## src/rtl/tag_ram_ctrl.sv

```systemverilog
// tag_ram_ctrl: init sweep, flush and round-robin lookup/update arbitration for a sync-read tag RAM; optional TAG_RAM_CTRL_STATS_EN adds hit/miss counters
module tag_ram_ctrl #(
    parameter int AWIDTH = 3,
    parameter int TWIDTH = 8
) (
    input  logic              clock,
    input  logic              reset,
    input  logic              lk_valid,
    output logic              lk_ready,
    input  logic [AWIDTH-1:0] lk_index,
    input  logic [TWIDTH-1:0] lk_tag,
    output logic              rsp_valid,
    output logic              rsp_hit,
    output logic [AWIDTH-1:0] rsp_index,
    input  logic              up_valid,
    output logic              up_ready,
    input  logic [AWIDTH-1:0] up_index,
    input  logic [TWIDTH-1:0] up_tag,
    input  logic              up_set_valid,
    input  logic              flush_req,
    output logic              init_done,
`ifdef TAG_RAM_CTRL_STATS_EN
    output logic [15:0]       hit_count,
    output logic [15:0]       miss_count,
`endif
    output logic [AWIDTH-1:0] ram_addr,
    output logic [TWIDTH:0]   ram_din,
    output logic              ram_we,
    input  logic [TWIDTH:0]   ram_dout
);
    localparam int DEPTH = 1 << AWIDTH;
    localparam logic [AWIDTH-1:0] LAST = AWIDTH'(DEPTH - 1);

    typedef enum logic {INIT, RUN} state_t;

    state_t            r_state;
    logic [AWIDTH-1:0] r_cnt;
    logic [AWIDTH-1:0] r_lk_index;
    logic [TWIDTH-1:0] r_lk_tag;
    logic              r_rr_up;
    logic              r_rsp_valid;
    logic              w_run;
    logic              w_up_gnt;
    logic              w_lk_gnt;
    logic              w_init;

    assign w_init    = r_state == INIT;
    assign w_run     = (r_state == RUN) & ~flush_req;
    assign w_up_gnt  = w_run & up_valid & (~lk_valid | r_rr_up);
    assign w_lk_gnt  = w_run & lk_valid & (~up_valid | ~r_rr_up);
    assign up_ready  = w_up_gnt;
    assign lk_ready  = w_lk_gnt;
    assign init_done = r_state == RUN;
    assign rsp_valid = r_rsp_valid;
    assign rsp_index = r_lk_index;
    assign rsp_hit   = r_rsp_valid & ram_dout[TWIDTH] & (ram_dout[TWIDTH-1:0] == r_lk_tag);

    // RAM port mux: sweep writes zeros, update writes its word, lookup only drives the address
    always_comb begin
        ram_we   = w_init ? ~reset : w_up_gnt;
        ram_addr = w_init ? r_cnt : w_up_gnt ? up_index : w_lk_gnt ? lk_index : '0;
        ram_din  = w_up_gnt ? {up_set_valid, up_tag} : '0;
    end

    // State, sweep counter, round-robin pointer and lookup capture
    always_ff @(posedge clock or posedge reset) begin
        if (reset) begin
            r_state     <= INIT;
            r_cnt       <= '0;
            r_rr_up     <= 1'b1;
            r_rsp_valid <= 1'b0;
            r_lk_index  <= '0;
            r_lk_tag    <= '0;
        end else begin
            r_rsp_valid <= w_lk_gnt;
            if (w_lk_gnt) begin
                r_lk_index <= lk_index;
                r_lk_tag   <= lk_tag;
            end
            if (lk_valid & up_valid & (w_up_gnt | w_lk_gnt))
                r_rr_up <= w_lk_gnt;
            if (w_init) begin
                r_cnt <= (r_cnt == LAST) ? '0 : r_cnt + 1'b1;
                if (r_cnt == LAST)
                    r_state <= RUN;
            end else if (flush_req) begin
                r_state <= INIT;
                r_cnt   <= '0;
            end
        end
    end

`ifdef TAG_RAM_CTRL_STATS_EN
    // Saturating hit/miss counters, cleared whenever a flush is taken
    always_ff @(posedge clock or posedge reset) begin
        if (reset) begin
            hit_count  <= '0;
            miss_count <= '0;
        end else if ((r_state == RUN) & flush_req) begin
            hit_count  <= '0;
            miss_count <= '0;
        end else if (r_rsp_valid) begin
            if (rsp_hit & (hit_count != 16'hFFFF))
                hit_count <= hit_count + 16'd1;
            if (~rsp_hit & (miss_count != 16'hFFFF))
                miss_count <= miss_count + 16'd1;
        end
    end
`endif

endmodule

```

## config.mk

```make
export PLATFORM = sky130hd
export DESIGN_NAME = tag_ram_ctrl
export DESIGN_NICKNAME = d
export VERILOG_FILES = /design/src/rtl/tag_ram_ctrl.sv
export SDC_FILE = /design/constraint.sdc
export NUM_CORES = 1
export LEC_CHECK = 0
export ABC_AREA = 0
export CORE_MARGIN = 5
export CORE_UTILIZATION = 33
export DETAILED_ROUTE_END_ITERATION = 8
export MAX_ROUTING_LAYER = met4
export PLACE_DENSITY = 0.8
export SYNTH_ARGS = -nofsm -noshare
export SYNTH_HDL_FRONTEND = slang
export SYNTH_SLANG_ARGS = --single-unit
```

## constraint.sdc

```tcl
create_clock -name clock -period 1.3 [get_ports clock]
set_input_delay 0.13 -clock clock [delete_from_list [all_inputs] [get_ports clock]]
set_output_delay 0.13 -clock clock [all_outputs]
set_load 0.03 [all_outputs]
```

# Word-level counts from Yosys, hierarchy flattened
# Cells that the tools add are included.
dict set report word_totals {
  in_bits 37
  out_inout_bits 21
  word_cells 38
  ff_bits 17
}
dict set report classes {
  bitwise 17
  mux 11
  addsub 1
  n_eq_ne 3
}
# cell count
set ops {}
lappend ops {{$mux 3} 6}
lappend ops {{$and 1x1->1} 9}
lappend ops {{$mux 9} 1}
lappend ops {{$eq 8x8->1} 1}
lappend ops {{$not 1->1} 5}
lappend ops {{$mux 1} 4}
lappend ops {{$add 3x1->3 const B} 1}
lappend ops {{$eq 3x3->1 const B} 1}
lappend ops {{$or 1x1->1} 3}
lappend ops {{$ne 2x2->1 const B} 1}

# Depth between registers and ports, before layout
# Gate-level depths: netlist of run 1.
dict set report depth {
  word_depth 7
  mapped_depth 5
}

# Worst setup path after synthesis of run 1
# OpenSTA, ideal clock, no wires.
dict set report synth_timing {
  path_kind {flip-flop to output port}
  start {register r_state, in the netlist init_done}
  end {output port ram_we}
  arrival_ps 1489
  path_buffers 2
  setup_slack_ps -319
  stages_incl_launch_ff 6
  path_cell_list {dfrtp_1 buf_6 nor2b_4 and3_2 buf_6 a21o_1}
}
dict set report synth_via {
  elab_chain_len 4
}
# element line_no
set synth_lines {}
lappend synth_lines {{start: declaration} 36} ;# state_t r_state;
lappend synth_lines {{start signal: assignment} 68} ;# r_state <= INIT;
lappend synth_lines {{start signal: assignment} 85} ;# r_state <= RUN;
lappend synth_lines {{start signal: assignment} 87} ;# r_state <= INIT;
lappend synth_lines {{$and 1x1->1} 48} ;# assign w_run = (r_state == RUN) & ~flush_req;
lappend synth_lines {{$and 1x1->1 (2 in series)} 49} ;# assign w_up_gnt = w_run & up_valid & (~lk_valid | r_rr_up);
lappend synth_lines {{net up_ready} 16} ;# output logic up_ready,
lappend synth_lines {{$mux 1} 60} ;# ram_we = w_init ? ~reset : w_up_gnt;
lappend synth_lines {{end: declaration} 28} ;# output logic ram_we,
# The timed path passes the listed nets, and every way through them passes these cells.

# Worst setup path after layout of run 1
dict set report layout_timing {
  start {register r_rr_up}
  end {output port ram_addr[0]}
}
dict set report layout_via {
  elab_chain_len 6
}
# element line_no
set layout_lines {}
lappend layout_lines {{start: declaration} 40} ;# logic r_rr_up;
lappend layout_lines {{start signal: assignment} 81} ;# r_rr_up <= w_lk_gnt;
lappend layout_lines {{$not 1->1} 50} ;# assign w_lk_gnt = w_run & lk_valid & (~up_valid | ~r_rr_up);
lappend layout_lines {{$or 1x1->1} 50}
lappend layout_lines {{$and 1x1->1} 50}
lappend layout_lines {{$mux 3} 61} ;# ram_addr = w_init ? r_cnt : w_up_gnt ? up_index : w_lk_gnt ? lk_index : '0;
lappend layout_lines {{$mux 3 (*) (2 in series)} 61}
lappend layout_lines {{end: declaration} 26} ;# output logic [AWIDTH-1:0] ram_addr,
# Mark *: on every way between the ends. The rest lies on a longest branch, timed or not.

==> results of run 1 <==
power groups by stage:
stage	logic (uW)	clock network, uW	registers (uW)
after floorplan	990	0	1060
after global placement	1670	0	941
after detailed placement	1720	0	957
after CTS	1950	302	964
after global routing	2140	334	992
final	2020	290	963
through the flow:
step                util, %  setup TNS, ps  power, uW  hold WS (ps)  std cells
finish                66.38          -6796       3270         209.7        188
floorplan                 -          -3197       2052         72.58         79
global placement      58.30          -4486       2616         486.2        175
detailed placement    58.30          -4992       2673         497.5        175
global route          66.38          -8880       3470         240.1        188
CTS                   64.75          -5832       3218         205.6        185
cell usage in the layout, fill, tap and decap left out, drive strengths merged:
| cell type | instances |
|---|---|
| a21o | 2 |
| a221o | 3 |
| and2 | 9 |
| and2b | 3 |
| and3 | 2 |
| buf | 35 |
| clkbuf | 3 |
| clkdlybuf4s50 | 36 |
| clkinv | 1 |
| dfrtp | 16 |
| dfstp | 1 |
| dlygate4sd2 | 4 |
| ha | 2 |
| inv | 4 |
| mux2 | 11 |
| nand2 | 4 |
| nand2b | 1 |
| nand3 | 4 |
| nand4 | 1 |
| nor2b | 1 |
| nor3 | 1 |
| o21ai | 1 |
| o2bb2ai | 1 |
| o32ai | 1 |
| or3 | 1 |
| xnor2 | 9 |
registers in the layout (all words and copies together) (netlist names):
signal / flops
r_lk_tag: 8
r_cnt: 3
rsp_index: 3
init_done: 1
r_rr_up: 1
rsp_valid: 1
what timing repair did:
item | in CTS | in global routing
pin swaps | 10 | 5
endpoints found under the hold margin | 0 | 0
resized for setup | 31 | 5
gates cloned | 1 | 0
setup endpoints to repair | 28 | 29
setup buffers | 5 | 4
layout make-up:
class / count / area (sq um) / share of cell area, %
Multi-Input combinational cell: 57 / 580.6 / 31.72
Tap cell: 31 / 38.79 / 2.119
Timing Repair Buffer: 75 / 733.2 / 40.05
Clock inverter: 1 / 5.005 / 0.2734
Sequential cell: 17 / 427.9 / 23.38
Clock buffer: 3 / 22.52 / 1.230
Inverter: 4 / 22.52 / 1.230
metal layers:
metal,routed length (um),share of wire [%]
met4,27,0.92
met1,1104,38
met5,0,0
met3,114,3.9
met2,1692,58
kinds of logic (layout without fill, tap and decap cells):
family,Yosys count,count (layout)
adders and majority gates,2,2
DFF,17,17
muxes,11,11
and+or+nand+nor,26,27
buffers and inverters,6,83
AOI/OAI and AO/OA,8,8
xor gates and xnor gates,9,9
worst reg2reg max path, delay by kind of cell (launching register included):
| family | cells | cell delay [ps] |
|---|---|---|
| flip-flops | 1 | 380 |
| multiplexers | 1 | 260 |
| buffers and inverters | 3 | 410 |
| AND/OR/NAND/NOR | 2 | 350 |
worst paths after layout:
check	startpoint	endpoint	cells past startpoint
setup / recovery	r_rr_up	ram_addr[0]	5
hold / removal	reset	r_lk_tag[4]	3
setup reg to reg	init_done	rsp_index[2]	6
hold reg to reg	rsp_index[1]	rsp_index[1]	1
max in group asynchronous	reset	r_rr_up	3
min in group clock	lk_tag[5]	r_lk_tag[5]	2
==> summary.md, run 1 <==
| Metric | Value |
|---|---|
| Htree depth | `1` |
| Full die area | `4060 sq um` |
| Post-synth top cells | `dfrtp_1 (16), mux2_2 (11), xnor2_1 (9), and2_2 (8), nand2_1 (4)` |
| CTS tree | `built` |
| Max Cap Viol | `0` |
| # IOs | `58` |
| Post-Synth XOR/XNOR Area | `8.279%` |
| Pre-antenna DRT Iters | `4` |
| Synthesized Nets | `118` |
| Congestion Overflow GR | `0` |
| Hold violation count in the final report | `0` |
| Antenna Diode Count | `0` |
| Comb power frac | `61.7%` |
| DR WL/cell | `15.63 um` |
| Compound-cell area share of the yosys netlist | `7.227%` |
| Cts hold-fix bufs | `0` |
| Max stage delay on crit path | `570 ps` |
| Vias | `888` |
| Tcrit/Tclk final | `129.6%` |
| Dpl hpwl | `2114 um` |
| DRC Markers | `0` |
| Simple-Gate Fraction of Synth Area | `19.58%` |
| Part of the power in registers | `29.4%` |
| Share of layout cells above drive strength 1 | `52.23%` |
| Critical path's slowest cell | `dfstp_2` |
| Pwr dens | `1786 nW/um^2` |
| #FFs+latches synth | `17` |
| Grt peak-use layer | `met2` |
| Met3 usage | `3.020%` |
| Syn Std Cell Area | `952.2 sq um` |
| Area Overhead vs Synth | `92.25%` |
| RSZ-0062 raised after global routing | `yes` |
| Hold Crit Class | `input pin to asynchronous set/reset pin` |
| Net Sw Frac | `37.17%` |
| Post-synth ARST share | `100.0%` |
| Worst EP arrival | `1550 ps` |
| Pre-CTS WS | `-326.8 ps` |
| Grt met1 use | `16.34%` |
| Tmin final | `1685 ps` |
| Leakage | `0.0008122 uW` |
| Clock buffer depth | `2` |
| EDFF count, synth | `0` |
| GRT Util Overall | `15.18%` |
| Most frequent cell after synthesis | `dfrtp_1` |
| Status | `finished, violations left` |
| Pin count of the biggest net entering global routing | `18` |
| Die W | `63.72 um` |
| Max VDD drop | `1241 uV` |
| Worst Path Class, Setup | `flop to primary output` |
| Routed wire length | `2938 um` |
| GRT met2 Usage | `27.16%` |
| Synth top area share | `42.05%` |
| Failing checks | `negative setup slack` |
| Setup Skew | `2.046 ps` |
| Warnings from Yosys | `0` |
| CP endpoint kind | `primary output` |
| # rows | `19` |
| Initial Utilization | `34.53%` |
| Main synth FF type | `dfrtp_1` |
| CP startpoint kind | `flop` |
| GP Congestion | `0.7145` |
| Synth area leader | `dfrtp_1` |
| DRT iter0 DRCs | `11` |
| Die height | `63.72 um` |
| CTS Buf Count | `3` |
| Pint | `2054 uW` |
| Rel. slew slack | `79.18%` |
| Peak Freq | `593.6 MHz` |
| Core area | `2758 sq um` |
| Switching power | `1215 uW` |
| Worst-path clk slew | `100 ps` |
| CTS sink cnt | `17` |
| Worst Path Buf+Inv | `2` |
| R2R Setup Slk | `-200 ps` |
| Mux cell area share after synthesis | `13.01%` |
| Top cells by area, synth | `dfrtp_1 (42%), mux2_2 (13%), xnor2_1 (8.3%), and2_2 (6.3%), a221o_1 (3.2%)` |
| Vias in the first global route | `953` |
| Placed Instance Area | `1608 sq um` |
| Critical Path Fanout Max | `5` |
| Fill cell count | `237` |
| Final setup vio count | `27` |
| Syn Area/Cell | `12.05 sq um` |
| Clk Latency, worst-skew pair | `290 ps` |
| CP top delay family | `flip-flops` |
| Design Area, Final | `1831 sq um` |
| Library cells used by synthesis | `26` |
| First-pass GRT wire length | `4664 um` |
| Setup WS post-layout | `-384.5 ps` |
| Main combinational cell family by area after synthesis | `simple AND/OR/NAND/NOR gates` |
| Root buffer cell | `clkbuf_4` |
| Adder-cell share of the synthesized area | `2.628%` |
| Port Buf Inserts | `57` |
| Sequential area share after synthesis | `44.81%` |
| Fin. max-slew vios | `0` |
| Cells along the critical path | `nand2_2 -> nand3_4 -> inv_8 -> a221o_2 -> buf_6` |
| Final ANT Viol Nets | `0` |
| Post-Synthesis Cells | `79` |
| Vias/cell | `4.723` |
| Antenna violations before repair | `0` |
| Clk pwr share | `8.9%` |
| Fin nets | `197` |
| Worst Max-Slew Pin Slew | `313.6 ps` |
| WP data required | `1170 ps` |
Power figures use the tool's default switching activity.
==> inputs of run 2 (changes only) <==
--- a/config.mk
+++ b/config.mk
@@ -7,10 +7,11 @@
 export LEC_CHECK = 0
 export ABC_AREA = 0
 export CORE_MARGIN = 5
-export CORE_UTILIZATION = 33
+export CORE_UTILIZATION = 54
 export DETAILED_ROUTE_END_ITERATION = 8
+export DONT_BUFFER_PORTS = 1
 export MAX_ROUTING_LAYER = met4
-export PLACE_DENSITY = 0.8
+export PLACE_DENSITY = 0.77
 export SYNTH_ARGS = -nofsm -noshare
 export SYNTH_HDL_FRONTEND = slang
 export SYNTH_SLANG_ARGS = --single-unit
==> summary.md, run 2 (synthesis results as in run 1) <==
| Metric | Value |
|---|---|
| Initial Utilization | `55.75% (was 34.53%)` |
| CTS Buf Count | `3 (unchanged)` |
| Critical path depth in cells | `4 (was 5)` |
| Die height | `51.99 um (was 63.72 um)` |
| Fin nets | `157 (was 197)` |
| Peak Freq | `600.0 MHz (was 593.6 MHz)` |
| Overall Power | `3041 uW (was 3270 uW)` |
| Status | `finished, violations left (unchanged)` |
| Fin. max-slew vios | `0 (unchanged)` |
| Vias | `750 (was 888)` |
| CP endpoint kind | `primary output (unchanged)` |
| Tmin final | `1667 ps (was 1685 ps)` |
| Biggest register | `r_lk_tag (unchanged)` |
| Worst-path clk slew | `110 ps (was 100 ps)` |
| Finished Core Util | `84.40% (was 66.38%)` |
| Max VDD drop | `1525 uV (was 1241 uV)` |
| Critical Path Fanout Max | `4 (was 5)` |
| Worst Path Class, Setup | `flop to primary output (unchanged)` |
| Pin count of the biggest net entering global routing | `18 (unchanged)` |
| CP startpoint kind | `flop (unchanged)` |
| Die W | `51.99 um (was 63.72 um)` |
| CTS tree | `built (unchanged)` |
| Root buffer cell | `clkbuf_4 (unchanged)` |
| Full die area | `2703 sq um (was 4060 sq um)` |
| Post-Layout Cell Count | `142 (was 188)` |
| Tcrit/Tclk final | `128.2% (was 129.6%)` |
| Critical path's slowest cell | `dfstp_2 (unchanged)` |
| Worst Max-Slew Pin Slew | `325.7 ps (was 313.6 ps)` |
| Hold depth | `4` |
| Max Cap Viol | `0 (unchanged)` |
| Port Buf Inserts | `0 (was 57)` |
| DRT iter0 DRCs | `10 (was 11)` |
| Final ANT Viol Nets | `0 (unchanged)` |
| Dpl hpwl | `1669 um (was 2114 um)` |
| RSZ-0062 raised after global routing | `yes (unchanged)` |
| GP Congestion | `0.7593 (was 0.7145)` |
| GRT Util Overall | `19.33% (was 15.18%)` |
| Rel. slew slack | `78.28% (was 79.18%)` |
| Clk Latency, worst-skew pair | `290 ps (about the same)` |
| Reg2reg path depth | `5 (was 6)` |
| Setup WS post-layout | `-366.6 ps (was -384.5 ps)` |
| Worst EP arrival | `1540 ps (was 1550 ps)` |
| Cells along the critical path | `nand2_2 -> nand3_4 -> inv_8 -> a221o_2 (was nand2_2 -> nand3_4 -> inv_8 -> a221o_2 -> buf_6)` |
| Hold Crit Class | `input pin to flop (was input pin to asynchronous set/reset pin)` |
| Max stage delay on crit path | `570 ps (about the same)` |
| DRC Markers | `0 (unchanged)` |
| Htree depth | `1 (unchanged)` |
| Max reg flops | `8 (unchanged)` |
| Antenna Diode Count | `0 (unchanged)` |
| CP top delay family | `flip-flops (unchanged)` |
| Worst Path Buf+Inv | `1 (was 2)` |
| Post-Place Cells | `116 (was 175)` |
| Antenna violations before repair | `0 (unchanged)` |
| Most frequent cells in the layout | `dlygate4sd3_1 (15), buf_4 (15), dfrtp_1 (15) (was clkdlybuf4s50_1 (36), buf_6 (18), buf_4 (16))` |
| # rows | `15 (was 19)` |
| Leakage | `0.0006459 uW (was 0.0008122 uW)` |
| Pre-antenna DRT Iters | `4 (unchanged)` |
| Worst hold slack | `144.0 ps (was 209.7 ps)` |
| Share of layout cells above drive strength 1 | `56.41% (was 52.23%)` |
| Routed wire length | `2543 um (was 2938 um)` |
| Hold violation count in the final report | `0 (unchanged)` |
| # IOs | `58 (unchanged)` |
| Clock buffer depth | `2 (unchanged)` |
| Congestion Overflow GR | `0 (unchanged)` |
| WP data required | `1170 ps (about the same)` |
| Core area | `1708 sq um (was 2758 sq um)` |
| Vias/cell | `5.282 (was 4.723)` |
| First-pass GRT wire length | `3753 um (was 4664 um)` |
| Failing checks | `negative setup slack (unchanged)` |
| DR WL/cell | `17.91 um (was 15.63 um)` |
| Pwr dens | `2110 nW/um^2 (was 1786 nW/um^2)` |
| Area Overhead vs Synth | `51.38% (was 92.25%)` |
| CTS sink cnt | `17 (unchanged)` |
| Setup Skew | `11.29 ps (was 2.046 ps)` |
| Final setup vio count | `27 (unchanged)` |
| Vias in the first global route | `805 (was 953)` |
-- run 2: changes by cell type in the layout (fill, tap and decap cells not counted), sizes merged --
cell	change
dlygate4sd3	+15
buf	-15
clkinv	-1
clkdlybuf4s50	-36
dlygate4sd2	-4
clkbuf	+1
-- run 2: path summary, 6_finish.rpt --
kind | from | endpoint | slack, ps
max | r_rr_up | ram_addr[0] | -370
min | flush_req | r_rr_up | 140
max reg2reg | r_rr_up | rsp_index[1] | -120
min reg2reg | r_lk_tag[0] | r_lk_tag[0] | 540
max in group asynchronous | reset | r_rr_up | 680
min in group asynchronous | reset | r_lk_tag[4] | 370
-- run 2: layout make-up --
class / instances / area [sq um]
clock buffer: 4 / 26.28
timing repair buffer: 35 / 322.8
fill: 83 / 266.5
sequential: 17 / 427.9
multi-input combinational: 57 / 610.6
inverter: 4 / 22.52
tap: 25 / 31.28
-- run 2: timing repair --
action,4_1_cts,5_1_grt
hold buffers,15,0
gates resized for setup,17,10
hold endpoints to repair,31,0
pin swaps,8,8
endpoints found under the setup margin,24,28
cloned,1,0
setup buffers,0,8
-- run 2: where the power goes --
group	internal, uW	total, uW	switching [uW]
clock	119	282	163
sequential	792	1080	291
combinational	960	1680	716
-- run 2: metal layers --
metal | up-vias | track usage (%) | wire, um | share of wire [%]
met4 | 0 | 3.930 | 6 | 0.24
met5 | - | - | 0 | 0
met3 | 2 | 5.158 | 142 | 5.6
li1 | 351 | - | - | -
met1 | 371 | 20.25 | 914 | 36
met2 | 26 | 35.98 | 1479 | 58
-- run 2: through the flow --
stage / setup TNS, ps / setup slack [ps] / cell area [sq um]
floorplan: -3197 / -209.7 / 992.2
global placement: -96.69 / -22.32 / 1115
detailed placement: -331.7 / -47.12 / 1115
CTS: -4588 / -348.5 / 1355
global route: -6460 / -416.0 / 1441
finish: -5182 / -366.6 / 1441
-- run 2: worst min-delay path: cells and delay by family --
family | cells | cell delay, ps
buf+inv | 1 | 130
simple gates | 2 | 120
xor+xnor | 1 | 60
==> inputs of run 3 (changes only) <==
--- a/config.mk
+++ b/config.mk
@@ -7,11 +7,11 @@
 export LEC_CHECK = 0
 export ABC_AREA = 0
 export CORE_MARGIN = 5
-export CORE_UTILIZATION = 54
+export CORE_UTILIZATION = 60
 export DETAILED_ROUTE_END_ITERATION = 8
 export DONT_BUFFER_PORTS = 1
 export MAX_ROUTING_LAYER = met4
-export PLACE_DENSITY = 0.77
+export PLACE_DENSITY = 0.81
 export SYNTH_ARGS = -nofsm -noshare
 export SYNTH_HDL_FRONTEND = slang
 export SYNTH_SLANG_ARGS = --single-unit
==> constraint.sdc (replaced) <==
create_clock -name clock -period 1.9 [get_ports clock]
set_input_delay 0.19 -clock clock [delete_from_list [all_inputs] [get_ports clock]]
set_output_delay 0.19 -clock clock [all_outputs]
set_load 0.03 [all_outputs]
==> summary.md, run 3 (synthesis results as in run 1) <==
| Metric | Value |
|---|---|
| Status | `finished clean (was finished, violations left)` |
| Part of the power in registers | `42.2% (was 35.6%)` |
| # IOs | `58 (unchanged)` |
| Pre-antenna DRT Iters | `2 (was 4)` |
| Congestion Overflow GR | `0 (unchanged)` |
| Pwr dens | `1615 nW/um^2 (was 2110 nW/um^2)` |
| CP endpoint kind | `primary output (unchanged)` |
| Die W | `49.84 um (was 51.99 um)` |
| Max stage delay on crit path | `560 ps (was 570 ps)` |
| DRC Markers | `0 (unchanged)` |
| Tmin final | `1821 ps` |
| Routed wire length | `1980 um (was 2543 um)` |
| Most frequent cells in the layout | `dfrtp_1 (16), mux2_2 (11), xnor2_1 (9), buf_4 (9), and2_2 (8) (was dlygate4sd3_1 (15), buf_4 (15), dfrtp_1 (15))` |
| Antenna Diode Count | `0 (unchanged)` |
| Pre-CTS WS | `296.6 ps (was -47.12 ps)` |
| Net Sw Frac | `39.75% (was 38.47%)` |
| Initial Utilization | `63.21% (was 55.75%)` |
| # rows | `14 (was 15)` |
| Comb power frac | `46.9% (was 55.1%)` |
| Vias in the first global route | `661 (was 805)` |
| First-pass GRT wire length | `3236 um (was 3753 um)` |
| Tcrit/Tclk final | `95.84%` |
| Hold Crit Class | `input pin to flop (unchanged)` |
| WP data required | `1710 ps (was 1170 ps)` |
| Full die area | `2484 sq um (was 2703 sq um)` |
| GRT Util Overall | `17.07% (was 19.33%)` |
| Worst Max-Slew Pin Slew | `312.1 ps (was 325.7 ps)` |
| Worst Path Buf+Inv | `2 (was 1)` |
| Worst Path Class, Setup | `flop to primary output (unchanged)` |
| Overall Power | `1718 uW (was 3041 uW)` |
| CP top delay family | `flip-flops (unchanged)` |
| Rel. slew slack | `79.19% (was 78.28%)` |
| CTS Buf Count | `3 (unchanged)` |
| Critical path's slowest cell | `dfstp_2 (unchanged)` |
| Switching power | `682.7 uW (was 1170 uW)` |
| Worst EP arrival | `1630 ps (was 1540 ps)` |
| Worst Setup SP | `r_rr_up (unchanged)` |
| Pint | `1035 uW (was 1871 uW)` |
| Clk Latency, worst-skew pair | `280 ps (was 290 ps)` |
| R2R Setup Slk | `500 ps (was -120 ps)` |
| Max reg flops | `8 (unchanged)` |
| Vias/cell | `5.917 (was 5.282)` |
| Cells along the critical path | `nand2_1 -> nand3_4 -> inv_6 -> a221o_1 -> buf_4 (was nand2_2 -> nand3_4 -> inv_8 -> a221o_2)` |
| RR Endpoint | `r_cnt[0] (was rsp_index[1])` |
| Commonest non-fill, non-tap cell in the layout | `dfrtp_1` |
| Die height | `49.84 um (was 51.99 um)` |
| Critical path depth in cells | `5 (was 4)` |
| Leakage | `0.0004789 uW (was 0.0006459 uW)` |
| Core area | `1506 sq um (was 1708 sq um)` |
| Max VDD drop | `980.8 uV (was 1525 uV)` |
| Pin count of the biggest net entering global routing | `19 (was 18)` |
| Final ANT Viol Nets | `0 (unchanged)` |
| Area Overhead vs Synth | `11.70% (was 51.38%)` |
| DRT iter0 DRCs | `3 (was 10)` |
| Clock buffer depth | `2 (unchanged)` |
| Antenna violations before repair | `0 (unchanged)` |
| Biggest register | `r_lk_tag (unchanged)` |
| Final setup vio count | `0 (was 27)` |
| Worst Setup EP | `ram_addr[0] (unchanged)` |
| Critical Path Fanout Max | `9 (was 4)` |
| Hold depth | `1 (was 4)` |
| CTS tree | `built (unchanged)` |
| Hold violation count in the final report | `0 (unchanged)` |
| RSZ-0062 raised after global routing | `no (was yes)` |
| Fin nets | `132 (was 157)` |
| Worst hold slack | `8.395 ps (was 144.0 ps)` |
| Root buffer cell | `clkbuf_4 (unchanged)` |
| Fin. max-slew vios | `0 (unchanged)` |
| CP startpoint kind | `flop (unchanged)` |
| Max Cap Viol | `0 (unchanged)` |
| Setup WS post-layout | `78.96 ps (was -366.6 ps)` |
| Reg2Reg Launch Point | `r_cnt[0] (was r_rr_up)` |
| CTS sink cnt | `17 (unchanged)` |
| Share of layout cells above drive strength 1 | `44.57% (was 56.41%)` |
| GP Congestion | `0.6832 (was 0.7593)` |
| Port Buf Inserts | `0 (unchanged)` |
| Peak Freq | `549.1 MHz` |
| Setup Skew | `3.618 ps (was 11.29 ps)` |
| Clk pwr share | `10.9% (was 9.3%)` |
| Reg2reg path depth | `4 (was 5)` |
| Vias | `639 (was 750)` |
| DR WL/cell | `18.33 um (was 17.91 um)` |
| Worst-path clk slew | `100 ps (was 110 ps)` |
| Setup_tns | `0 ps (was -5182 ps)` |
| Htree depth | `1 (unchanged)` |
-- run 3: cell count changes in the layout (fill, tap and decap cells not counted), sizes merged --
cell,delta
buf,-11
dlygate4sd3,-13
and3,-1
-- run 3: per-stage QoR --
stage | util, % | area (sq um) | std cells
after detailed placement | 67.03 | 1010 | 101
after global routing | 70.60 | 1064 | 108
after global placement | 67.03 | 1010 | 101
after CTS | 70.60 | 1064 | 108
final | 70.60 | 1064 | 108
after floorplan | - | 952.2 | 79
-- run 3: power by group through the flow --
stage | sequential [uW] | clock (uW) | combinational (uW)
after floorplan | 724 | 0 | 645
after detailed placement | 735 | 0 | 804
final | 724 | 187 | 806
after global routing | 752 | 210 | 884
after global placement | 724 | 0 | 776
after CTS | 728 | 193 | 814
-- run 3: worst min-delay path by stage --
stage / startpoint / end / slack, ps
after floorplan: reset / init_done / 120
after global placement: reset / r_cnt[2] / 100
after detailed placement: reset / r_cnt[2] / 110
after CTS: flush_req / r_cnt[0] / 1
after global routing: flush_req / r_cnt[0] / 10
final: flush_req / r_cnt[0] / 8
-- run 3: worst register-to-register path, stage by stage (launching register included) --
cell and delay [ps]:
dfrtp_1 420, ha_1 220, ha_1 210, or3_2 400
o21ai_0 80
-- run 3: repair_timing --
item / CTS / global route
setup buffers: 1 / 0
hold buffers: 2 / 0
hold endpoints to repair: 18 / 0
gates resized for setup: 0 / 0
setup endpoints to repair: 3 / 0
-- run 3: layer usage --
| metal | vias to the layer above | part of all wire (%) | wire, um | track usage [%] |
|---|---|---|---|---|
| li1 | 298 | - | - | - |
| met1 | 318 | 33 | 657 | 17.92 |
| met2 | 21 | 58 | 1140 | 29.45 |
| met3 | 2 | 8.8 | 175 | 7.229 |
| met4 | 0 | 0.30 | 6 | 3.930 |
| met5 | - | 0 | 0 | - |
-- run 3: area by class of cell --
| type | count | area, sq um |
|---|---|---|
| clock buffer | 4 | 26.28 |
| sequential | 17 | 426.7 |
| multi-input combinational | 56 | 483.0 |
| inverter | 4 | 20.02 |
| tap | 16 | 20.02 |
| timing repair buffer | 11 | 87.58 |
| fill | 124 | 442.9 |
